`src/rtl/imem_prog_loader.sv`:
```
// imem_prog_loader: buffers UART word-write strobes in a FIFO and commits them to imem, stalling the CPU until the load finishes
module imem_prog_loader #(
  parameter int FIFO_DEPTH = 4,
  parameter int MEM_WORDS  = 1024
) (
  input  logic        CLK,
  input  logic        reset,
  input  logic        prog_mode,
  input  logic        ld_WE,
  input  logic [31:0] ld_A,
  input  logic [31:0] ld_WD,
  input  logic [31:0] cpu_PC,
  input  logic        mem_wready,
  output logic [31:0] mem_A,
  output logic [31:0] mem_WD,
  output logic        mem_WE,
  output logic        cpu_stall,
  output logic [15:0] word_count,
  output logic [31:0] checksum,
  output logic        overflow,
  output logic        addr_err,
  output logic        load_done
);
  localparam int AW = $clog2(FIFO_DEPTH);
  localparam logic [31:0] A_LIM = 32'(MEM_WORDS * 4);
  typedef enum logic [1:0] {IDLE, LOAD, DRAIN, DONE} state_t;
  state_t state, state_nx;
  logic [31:0] f_addr [FIFO_DEPTH];
  logic [31:0] f_data [FIFO_DEPTH];
  logic [AW:0] wp, rp, occ, occ_nx;
  logic active, empty, full, pop, push, strobe, addr_ok, start;
  assign occ     = wp - rp;
  assign empty   = occ == '0;
  assign full    = occ == (AW+1)'(FIFO_DEPTH);
  assign active  = state == LOAD || state == DRAIN;
  assign mem_WE  = active && !empty;
  assign pop     = mem_WE && mem_wready;
  assign strobe  = ld_WE && active;
  assign addr_ok = ld_A[1:0] == 2'b00 && ld_A < A_LIM;
  // A full FIFO still accepts a push when the head retires on the same edge
  assign push    = strobe && addr_ok && (!full || pop);
  assign occ_nx  = occ + (AW+1)'(push) - (AW+1)'(pop);
  assign start   = state == IDLE && prog_mode;
  assign mem_A   = mem_WE ? f_addr[rp[AW-1:0]] : cpu_PC;
  assign mem_WD  = mem_WE ? f_data[rp[AW-1:0]] : '0;
  assign cpu_stall = state != IDLE;
  assign load_done = state == DONE;
  always_comb begin
    state_nx = state;
    unique case (state)
      IDLE:  state_nx = prog_mode ? LOAD : IDLE;
      LOAD:  state_nx = prog_mode ? LOAD : (empty ? DONE : DRAIN);
      DRAIN: state_nx = prog_mode ? LOAD : (occ_nx == '0 ? DONE : DRAIN);
      DONE:  state_nx = IDLE;
    endcase
  end
  always_ff @(posedge CLK or posedge reset) begin
    if (reset) begin
      state      <= IDLE;
      wp         <= '0;
      rp         <= '0;
      word_count <= '0;
      checksum   <= '0;
      overflow   <= 1'b0;
      addr_err   <= 1'b0;
    end else begin
      state <= state_nx;
      if (push) wp <= wp + 1'b1;
      if (pop) rp <= rp + 1'b1;
      if (start) begin
        word_count <= '0;
        checksum   <= '0;
        overflow   <= 1'b0;
        addr_err   <= 1'b0;
      end else begin
        if (pop) begin
          word_count <= word_count + 16'd1;
          checksum   <= checksum + mem_WD;
        end
        if (strobe && !addr_ok) addr_err <= 1'b1;
        if (strobe && addr_ok && full && !pop) overflow <= 1'b1;
      end
    end
  end
  always_ff @(posedge CLK) begin
    if (push) begin
      f_addr[wp[AW-1:0]] <= ld_A;
      f_data[wp[AW-1:0]] <= ld_WD;
    end
  end
endmodule
```
`config.mk`:
```
export PLATFORM = sky130hd
export DESIGN_NAME = imem_prog_loader
export DESIGN_NICKNAME = d
export VERILOG_FILES = /design/src/rtl/imem_prog_loader.sv
export SDC_FILE = /design/constraint.sdc
export NUM_CORES = 1
export LEC_CHECK = 0
export CORE_MARGIN = 3
export CORE_UTILIZATION = 40
export DETAILED_ROUTE_END_ITERATION = 10
export GPL_TIMING_DRIVEN = 0
export PLACE_DENSITY = 0.6
export SETUP_SLACK_MARGIN = 0.4
export SKIP_CTS_REPAIR_TIMING = 1
export SYNTH_ARGS = -nofsm -noshare
export SYNTH_HDL_FRONTEND = slang
export SYNTH_SLANG_ARGS = --single-unit
```
`constraint.sdc`:
```
create_clock -name CLK -period 7.6 [get_ports CLK]
set_input_delay 0.76 -clock CLK [delete_from_list [all_inputs] [get_ports CLK]]
set_output_delay 0.76 -clock CLK [all_outputs]
set_load 0.01 [all_outputs]
```
==> results of run 1 <==
==> final cells by class <==
type	count	area [um^2]	share of cell area
Antenna cell	2	5.00	0.000277
Buffer	40	174	0.00963
Clock buffer	41	898	0.0498
Clock inverter	21	135	0.00749
Inverter	21	82.6	0.00457
Multi-Input combinational cell	545	4790	0.265
Sequential cell	314	9140	0.506
Tap cell	455	569	0.0315
Timing Repair Buffer	221	2260	0.125
==> kinds of logic (layout without fill, tap and decap cells) <==
| logic type | count (synthesis) | in the layout | share of synthesized area |
|---|---|---|---|
| xor gates and xnor gates | 44 | 44 | 0.0282 |
| AOI/OAI and AO/OA | 134 | 134 | 0.0594 |
| DFF | 314 | 314 | 0.645 |
| buffers and inverters | 61 | 344 | 0.0179 |
| muxes | 96 | 96 | 0.127 |
| other | 0 | 2 | 0 |
| and+or+nand+nor | 223 | 223 | 0.0786 |
| adders and majority gates | 48 | 48 | 0.0440 |
==> worst max-delay path by stage <==
stage              from            end  cells after the start
3_5_place_dp      wp[0]   checksum[29]                     17
2_1_floorplan     wp[0]   checksum[28]                     18
4_1_cts           wp[0]   checksum[29]                     17
3_3_place_gp   ld_A[16]  f_addr[1][25]                      8
5_1_grt           wp[0]   checksum[29]                     17
6_report          wp[0]   checksum[29]                     17
==> cell usage after synthesis, types with 2 or more instances <==
cell,number,area [um^2]
sky130_fd_sc_hd__xor2_1,22,193
sky130_fd_sc_hd__a21oi_2,2,17.5
sky130_fd_sc_hd__a21oi_1,54,270
sky130_fd_sc_hd__nor2b_1,3,18.8
sky130_fd_sc_hd__a21o_1,5,37.5
sky130_fd_sc_hd__nor2_1,38,143
sky130_fd_sc_hd__and3_1,8,50.1
sky130_fd_sc_hd__inv_1,20,75.1
sky130_fd_sc_hd__a31oi_1,7,43.8
sky130_fd_sc_hd__o21ai_0,30,150
sky130_fd_sc_hd__clkbuf_1,22,82.6
sky130_fd_sc_hd__fa_1,3,60.1
sky130_fd_sc_hd__a211oi_1,6,45.0
sky130_fd_sc_hd__o21bai_1,2,15.0
sky130_fd_sc_hd__o21a_1,2,15.0
sky130_fd_sc_hd__nand4_1,9,56.3
sky130_fd_sc_hd__mux4_2,64,1440
sky130_fd_sc_hd__buf_4,2,15.0
sky130_fd_sc_hd__ha_1,45,563
sky130_fd_sc_hd__buf_1,8,30.0
sky130_fd_sc_hd__o31ai_1,3,22.5
sky130_fd_sc_hd__and2_1,37,231
sky130_fd_sc_hd__o31ai_2,2,25.0
sky130_fd_sc_hd__nor4b_1,2,17.5
sky130_fd_sc_hd__nand2_1,74,278
sky130_fd_sc_hd__nor4_1,7,43.8
sky130_fd_sc_hd__o211ai_1,5,37.5
sky130_fd_sc_hd__nand3_1,21,105
sky130_fd_sc_hd__dfrtp_1,58,1450
sky130_fd_sc_hd__xnor2_1,21,184
sky130_fd_sc_hd__edfxtp_1,256,7690
sky130_fd_sc_hd__nand4b_1,2,17.5
sky130_fd_sc_hd__a31o_2,2,17.5
sky130_fd_sc_hd__buf_2,7,35.0
sky130_fd_sc_hd__nand3_2,2,20.0
sky130_fd_sc_hd__mux2_2,32,360
sky130_fd_sc_hd__nor3_1,11,55.1
==> worst reg2reg max path, stage by stage, from the launching register on <==
cell,delay (ns)
sky130_fd_sc_hd__dfrtp_1,0.38
sky130_fd_sc_hd__inv_1,0.12
sky130_fd_sc_hd__ha_1,0.23
sky130_fd_sc_hd__fa_1,0.38
sky130_fd_sc_hd__xnor3_2,0.31
sky130_fd_sc_hd__a31oi_1,0.22
sky130_fd_sc_hd__clkbuf_1,0.77
sky130_fd_sc_hd__clkbuf_1,0.44
sky130_fd_sc_hd__and2_1,0.39
sky130_fd_sc_hd__ha_1,0.36
sky130_fd_sc_hd__o211ai_1,0.25
sky130_fd_sc_hd__o211ai_1,0.14
sky130_fd_sc_hd__a21oi_1,0.56
sky130_fd_sc_hd__a211o_1,0.28
sky130_fd_sc_hd__nand3_1,0.15
sky130_fd_sc_hd__a31oi_1,0.30
sky130_fd_sc_hd__o21ai_0,0.18
sky130_fd_sc_hd__a32o_1,0.23
==> sequential cells by signal, summed over array words and instances, names as in the netlist <==
signal and count:
f_addr 128, word_count 16, wp 3, f_data 128
overflow 1, state 2, rp 3, checksum 32
addr_err 1
==> cells in the final DEF (no fill, tap or decap), drive strengths merged, types with 3 or more instances in the layout <==
cell           synthesis  routed
a211oi                 7       7
a21oi                 56      56
clkbuf                22      63
xnor2                 21      21
clkinv                 1      18
xor2                  22      22
edfxtp               256     256
mux4                  64      64
nor4                   8       8
a31oi                  7       7
ha                    45      45
inv                   20      23
o31ai                  5       5
o21ai                 32      32
buf                   18      22
clkdlybuf4s50          0     217
and3                   8       8
a21o                   5       5
fa                     3       3
nand4                  9       9
dfrtp                 58      58
nor3                  12      12
mux2                  32      32
nor2b                  3       3
nor2                  39      39
nand2                 75      75
nand3                 23      23
and2                  38      38
o211ai                 5       5
==> report_power, final <==
group	leakage, uW	switching [uW]	internal (uW)
clock network	0.000514	661	882
logic	0.00276	1420	1320
registers	0.00307	88.0	1950
==> routing by layer <==
metal | global-route usage | vias to the layer above
met5 | 0 | -
met4 | 0.0484 | 8
met3 | 0.0447 | 61
met2 | 0.310 | 275
met1 | 0.242 | 4393
li1 | - | 4086
==> stage by stage <==
stage	setup WS (ns)	cell area, um^2
floorplan	3.30	14200
global placement	0.609	16900
detailed placement	1.79	17000
CTS	1.77	18000
global route	1.37	18000
finish	1.81	18100
==> implementation parameters, run 1 <==
Parameter                              Value

Cells and area
  Number of fill cells    2945
  Layout cells sized above 1    0.151
  Number of standard cells in the final layout excluding fillers    1660
  Net total in the final layout    1327
  Area growth syn-to-layout    27.4%
  Utilization of the core after routing    0.520

Critical path
  Critical path fanouts, max    10
  Cell Chain, Critical Path    inv_1, ha_1, fa_1, xnor3_2, a31oi_1, clkbuf_1, clkbuf_1, and2_1, ha_1, o211ai_1, o211ai_1, a21oi_1, a211o_1, nand3_1, a31oi_1, o21ai_0, a32o_1
  Worst R2R Setup Slack    1.81 ns
  Reg-to-reg endpoint    checksum[29]
  Count of buffer and inverter cells on the critical path    3
  Worst stage delay on the critical path    0.77 ns
  Worst reg2reg path depth    17
  Critical Path Start Type    register
  CP Capture Type    register
  Critical register-to-register path startpoint    wp[0]
  Kind of cell adding the most delay to the critical path    compound AO/OA/AOI/OAI gates
  Setup CP Type    register to register
  Slowest CP cell    sky130_fd_sc_hd__clkbuf_1
  Arrival time reported for the critical path endpoint    6.19 ns
  WP data required    8.00 ns

Drt
  Number of violations reported at the end of detailed-routing iteration 0    534
  Total iterations of the first detailed-routing run    5
  DRT Wirelength    35200 um
  Number of vias in the routed layout    8823
  Vias per std cell    5.32
  Post-detailed-route wirelength per cell    21.2 um
  DRC Markers    0
  Detail Route met3 WL    2380 um
  Routed length on met2    17100 um
  Post-route ant nets    0
  Top layer used by detailed routing    met5
  Length of routed wiring on met1    14800 um

Yosys
  Net Count, Synth    1069
  Post-synthesis cell area    14200 um^2
  Syn avg cell area    15.4 um^2
  Proportion of register bits with asynchronous set or reset after synthesis    0.185
  Distinct cells, synth    63
  Number of register bits inferred by synthesis    314
  Sequential-to-total area share from yosys stat    0.645
  Synth warn    0
  Post-Synthesis Cells    920
  Dominant synthesized flop cell    sky130_fd_sc_hd__edfxtp_1
  Number of enable flip-flop cells after synthesis    256

GRT
  Residual overflow from global routing    0
  Wire length of the first global-routing pass    54000 um
  Total routing resource utilization after global routing    0.184
  Largest net degree at the start of global routing    66
  Number of global-route vias before repair    9028
  Initial antenna violation count    5

Min path
  Hold Crit Endpoint    wp[2]
  Cell depth of the worst min-delay path    1
  Path class of the lowest-slack min-delay path    register to register
  Worst Hold Launch    wp[2]

STA
  Transition time at the pin with the least slew margin    1.09 ns
  Unrepaired setup endpoints after global routing    no
  Achievable frequency    173 MHz
  Final Cycle Share    0.762
  Max-slew violations    0
  Setup TNS    0 ns
  Min Clock Period, post-route    5.79 ns
  Worst clock skew on the final layout    0.0100 ns
  Max-slew headroom    0.276
  Smallest hold slack    0.472 ns
  Final setup violation count    0
  Number of hold violations in the final report    0

Placed design
  Placed wire-length estimate after detailed placement    24300 um
  Placed cell count    1595
  Final Wtd Congestion    0.871
  Port Buffers    217

Power
  Worst ir drop on vdd    0.000212 V
  Power Total    6330 uW
  PD cells    350 nW/um^2
  Leakage component of the power    0.00635 uW

Clock network
  Clock sink count    314
  Root buffer selected by CTS    sky130_fd_sc_hd__clkbuf_16
  Clock Latency Late Sink    0.51 ns
  CTS max path bufs    3
  H-tree depth reported by CTS    2
  CTS tree    yes
  CTS buffer count    35
  Clock-pin slew reported for the worst setup and hold paths after clock tree synthesis    0.06 ns

Die
  Effective utilization at floorplan    0.408
  Core box area    34700 um^2
  # IOs    218
  Overall die area    37700 um^2
  Die outline width    194 um
  Height of the chip    194 um
  Standard-cell rows    68

Outcome
  Run status    complete, no violations

Job
  Max cap viols    0
Power figures use the tool's default switching activity.
==> run 2, diff against run 1 <==
--- a/config.mk
+++ b/config.mk
@@ -9,7 +9,7 @@
 export CORE_UTILIZATION = 40
 export DETAILED_ROUTE_END_ITERATION = 10
 export GPL_TIMING_DRIVEN = 0
-export PLACE_DENSITY = 0.6
+export PLACE_DENSITY = 0.63
 export SETUP_SLACK_MARGIN = 0.4
 export SKIP_CTS_REPAIR_TIMING = 1
 export SYNTH_ARGS = -nofsm -noshare
==> constraint.sdc (replaced) <==
create_clock -name CLK -period 4.7 [get_ports CLK]
set_input_delay 0.47 -clock CLK [delete_from_list [all_inputs] [get_ports CLK]]
set_output_delay 0.47 -clock CLK [all_outputs]
set_load 0.01 [all_outputs]
==> implementation parameters, run 2 (same netlist as run 1, synthesis figures left out) <==
Parameter                              Value

Power
  Net Switching    3590 uW (+65%)
  Switching share of total power    0.341 (-0.00285)
  Fraction of power consumed by the clock network    0.250 (+0.006)
  Cell-internal power    6950 uW (+67%)
  Worst ir drop on vdd    0.000301 V (+42%)
  Proportion of power drawn by flip-flops and latches    0.313 (-0.009)
  PD cells    574 nW/um^2 (+64%)
  Leakage component of the power    0.00649 uW (+2.1%)
  Combinational share of power    0.437 (+0.003)

GRT
  Routing usage on met2    0.306 (-0.00457)
  Wire length of the first global-routing pass    53100 um (-1.7%)
  Layer carrying the most global-route usage    met2
  Met1 demand-to-capacity share in global routing    0.241 (-0.000934)
  Global-route track usage on met3    0.0370 (-0.00765)
  Initial antenna violation count    2 (-3)
  Largest net degree at the start of global routing    66 (unchanged)
  Residual overflow from global routing    0 (unchanged)
  Total routing resource utilization after global routing    0.181 (-0.00321)
  Number of global-route vias before repair    9036 (+0.089%)

Die
  Overall die area    37700 um^2 (unchanged)
  Effective utilization at floorplan    0.408 (unchanged)
  Standard-cell rows    68 (unchanged)
  Core box area    34700 um^2 (unchanged)
  # IOs    218 (unchanged)
  Die outline width    194 um (unchanged)
  Height of the chip    194 um (unchanged)

STA
  Setup TNS    0 ns (unchanged)
  Transition time at the pin with the least slew margin    1.11 ns (+0.0224 ns)
  Worst clock skew on the final layout    0.0151 ns (+0.00506 ns)
  Unrepaired setup endpoints after global routing    no
  Max-slew headroom    0.261 (-0.0150)
  Number of hold violations in the final report    0 (unchanged)
  Min Clock Period, post-route    4.10 ns (-1.70 ns)
  Final setup violation count    0 (unchanged)
  Achievable frequency    244 MHz (+41%)
  Max-slew violations    0 (unchanged)
  Final Cycle Share    0.871 (+0.109)

Clock network
  CTS buffer count    35 (unchanged)
  Clock sink count    314 (unchanged)
  CTS max path bufs    3 (unchanged)
  Clock-pin slew reported for the worst setup and hold paths after clock tree synthesis    0.06 ns (about the same)
  H-tree depth reported by CTS    2 (unchanged)
  CTS tree    yes
  Root buffer selected by CTS    sky130_fd_sc_hd__clkbuf_16
  Clock Latency Late Sink    0.51 ns (about the same)

Cells and area
  Top library cells by usage in the layout, fill and taps aside    sky130_fd_sc_hd__edfxtp_1 (256), sky130_fd_sc_hd__clkdlybuf4s50_1 (217), sky130_fd_sc_hd__nand2_1 (74)
  Area growth syn-to-layout    29.6%
  Layout cells sized above 1    0.194 (+0.0424)
  Net total in the final layout    1336 (+0.68%)
  Number of inserted diodes    0 (-2)
  Number of standard cells in the final layout excluding fillers    1668 (+0.48%)
  Commonest non-fill, non-tap cell in the layout    sky130_fd_sc_hd__edfxtp_1

Critical path
  CP Capture Type    register
  Slowest CP cell    sky130_fd_sc_hd__o41ai_4
  Setup CP Type    register to register
  WP data required    5.09 ns (-2.91 ns)
  Cell Chain, Critical Path    inv_1, ha_1, fa_2, xnor3_2, a31oi_4, buf_6, clkbuf_2, and2_1, ha_2, a21oi_2, nor3_4, o41ai_4, o21ai_2, a21oi_2, o31ai_2, xnor2_1, a21oi_1
  Most numerous cell on the critical path    sky130_fd_sc_hd__a21oi_2
  Worst stage delay on the critical path    0.42 ns (-0.35 ns)
  Critical path fanouts, max    10 (unchanged)
  Critical Path Start Type    register
  Arrival time reported for the critical path endpoint    4.48 ns (-1.71 ns)

Drt
  Post-detailed-route wirelength per cell    21.0 um (-1.2%)
  Number of violations reported at the end of detailed-routing iteration 0    521 (-2.4%)
  DRC Markers    0 (unchanged)
  Total iterations of the first detailed-routing run    5 (unchanged)
  DRT Wirelength    35000 um (-0.68%)
  Number of vias in the routed layout    8885 (+0.70%)
  Vias per std cell    5.33 (+0.22%)
  Post-route ant nets    0 (unchanged)

Min path
  Path class of the lowest-slack min-delay path    primary input to async pin

Placed design
  Placed cell count    1596 (+0.063%)
  Final Wtd Congestion    0.913 (+4.9%)
  Port Buffers    217 (unchanged)
  Placed wire-length estimate after detailed placement    23900 um (-1.3%)

Outcome
  Run status    complete, no violations

Job
  Max cap viols    0 (unchanged)
-- run 2: stage by stage --
| stage | total power (uW) | setup slack [ns] | hold WS (ns) | instance area, um^2 | utilization |
|---|---|---|---|---|---|
| 2_1_floorplan | 5980 | 0.481 | 0.443 | 14200 | - |
| 3_5_place_dp | 7830 | -1.03 | 0.474 | 17000 | 0.490 |
| 4_1_cts | 10500 | -1.05 | 0.350 | 18100 | 0.522 |
| 6_report | 10500 | 0.604 | 0.343 | 18400 | 0.529 |
| 3_3_place_gp | 7800 | -2.09 | 0.470 | 16900 | 0.487 |
| 5_1_grt | 11100 | 0.420 | 0.383 | 18400 | 0.529 |
-- run 2: layout make-up --
class	count	area, um^2
clock buffers	42	943
clock inverters	21	175
flip-flops and latches	314	9140
inverters	21	80.1
well taps	455	569
plain buffers	40	214
fillers	2892	16300
multi-input cells	545	4920
repair buffers	230	2330
-- run 2: path summary, 6_finish.rpt --
path,startpoint,end,slack (ns),cells after the start
min in group CLK,wp[2],wp[2],0.48,1
min,reset,state[1],0.34,2
max in group asynchronous,reset,checksum[4],3.73,3
max,wp[0],checksum[30],0.60,17
max reg2reg,wp[0],checksum[30],0.60,17
min reg2reg,wp[2],wp[2],0.48,1
-- run 2: power groups by stage --
stage                     Combinational [uW]  Clock [uW]  Sequential, uW
final                                   4610        2630            3300
after global placement                  4450           0            3350
after global routing                    5000        2810            3320
after detailed placement                4470           0            3360
after floorplan                         2610           0            3370
after CTS                               4500        2690            3300
-- run 2: layer usage --
layer	vias up	share of wire	wire length [um]
met3	56	0.061	2150
met1	4455	0.42	14700
met5	-	0.00074	26
met2	286	0.49	17200
met4	4	0.025	883
li1	4084	-	-
-- run 2: critical path, delay by kind of cell, from the launching register on --
family | cells | cell delay, ns
xor+xnor | 2 | 0.45
buf+inv | 3 | 0.50
flops | 1 | 0.35
simple gates | 2 | 0.30
compound gates | 7 | 1.48
fa+ha+maj | 3 | 0.88
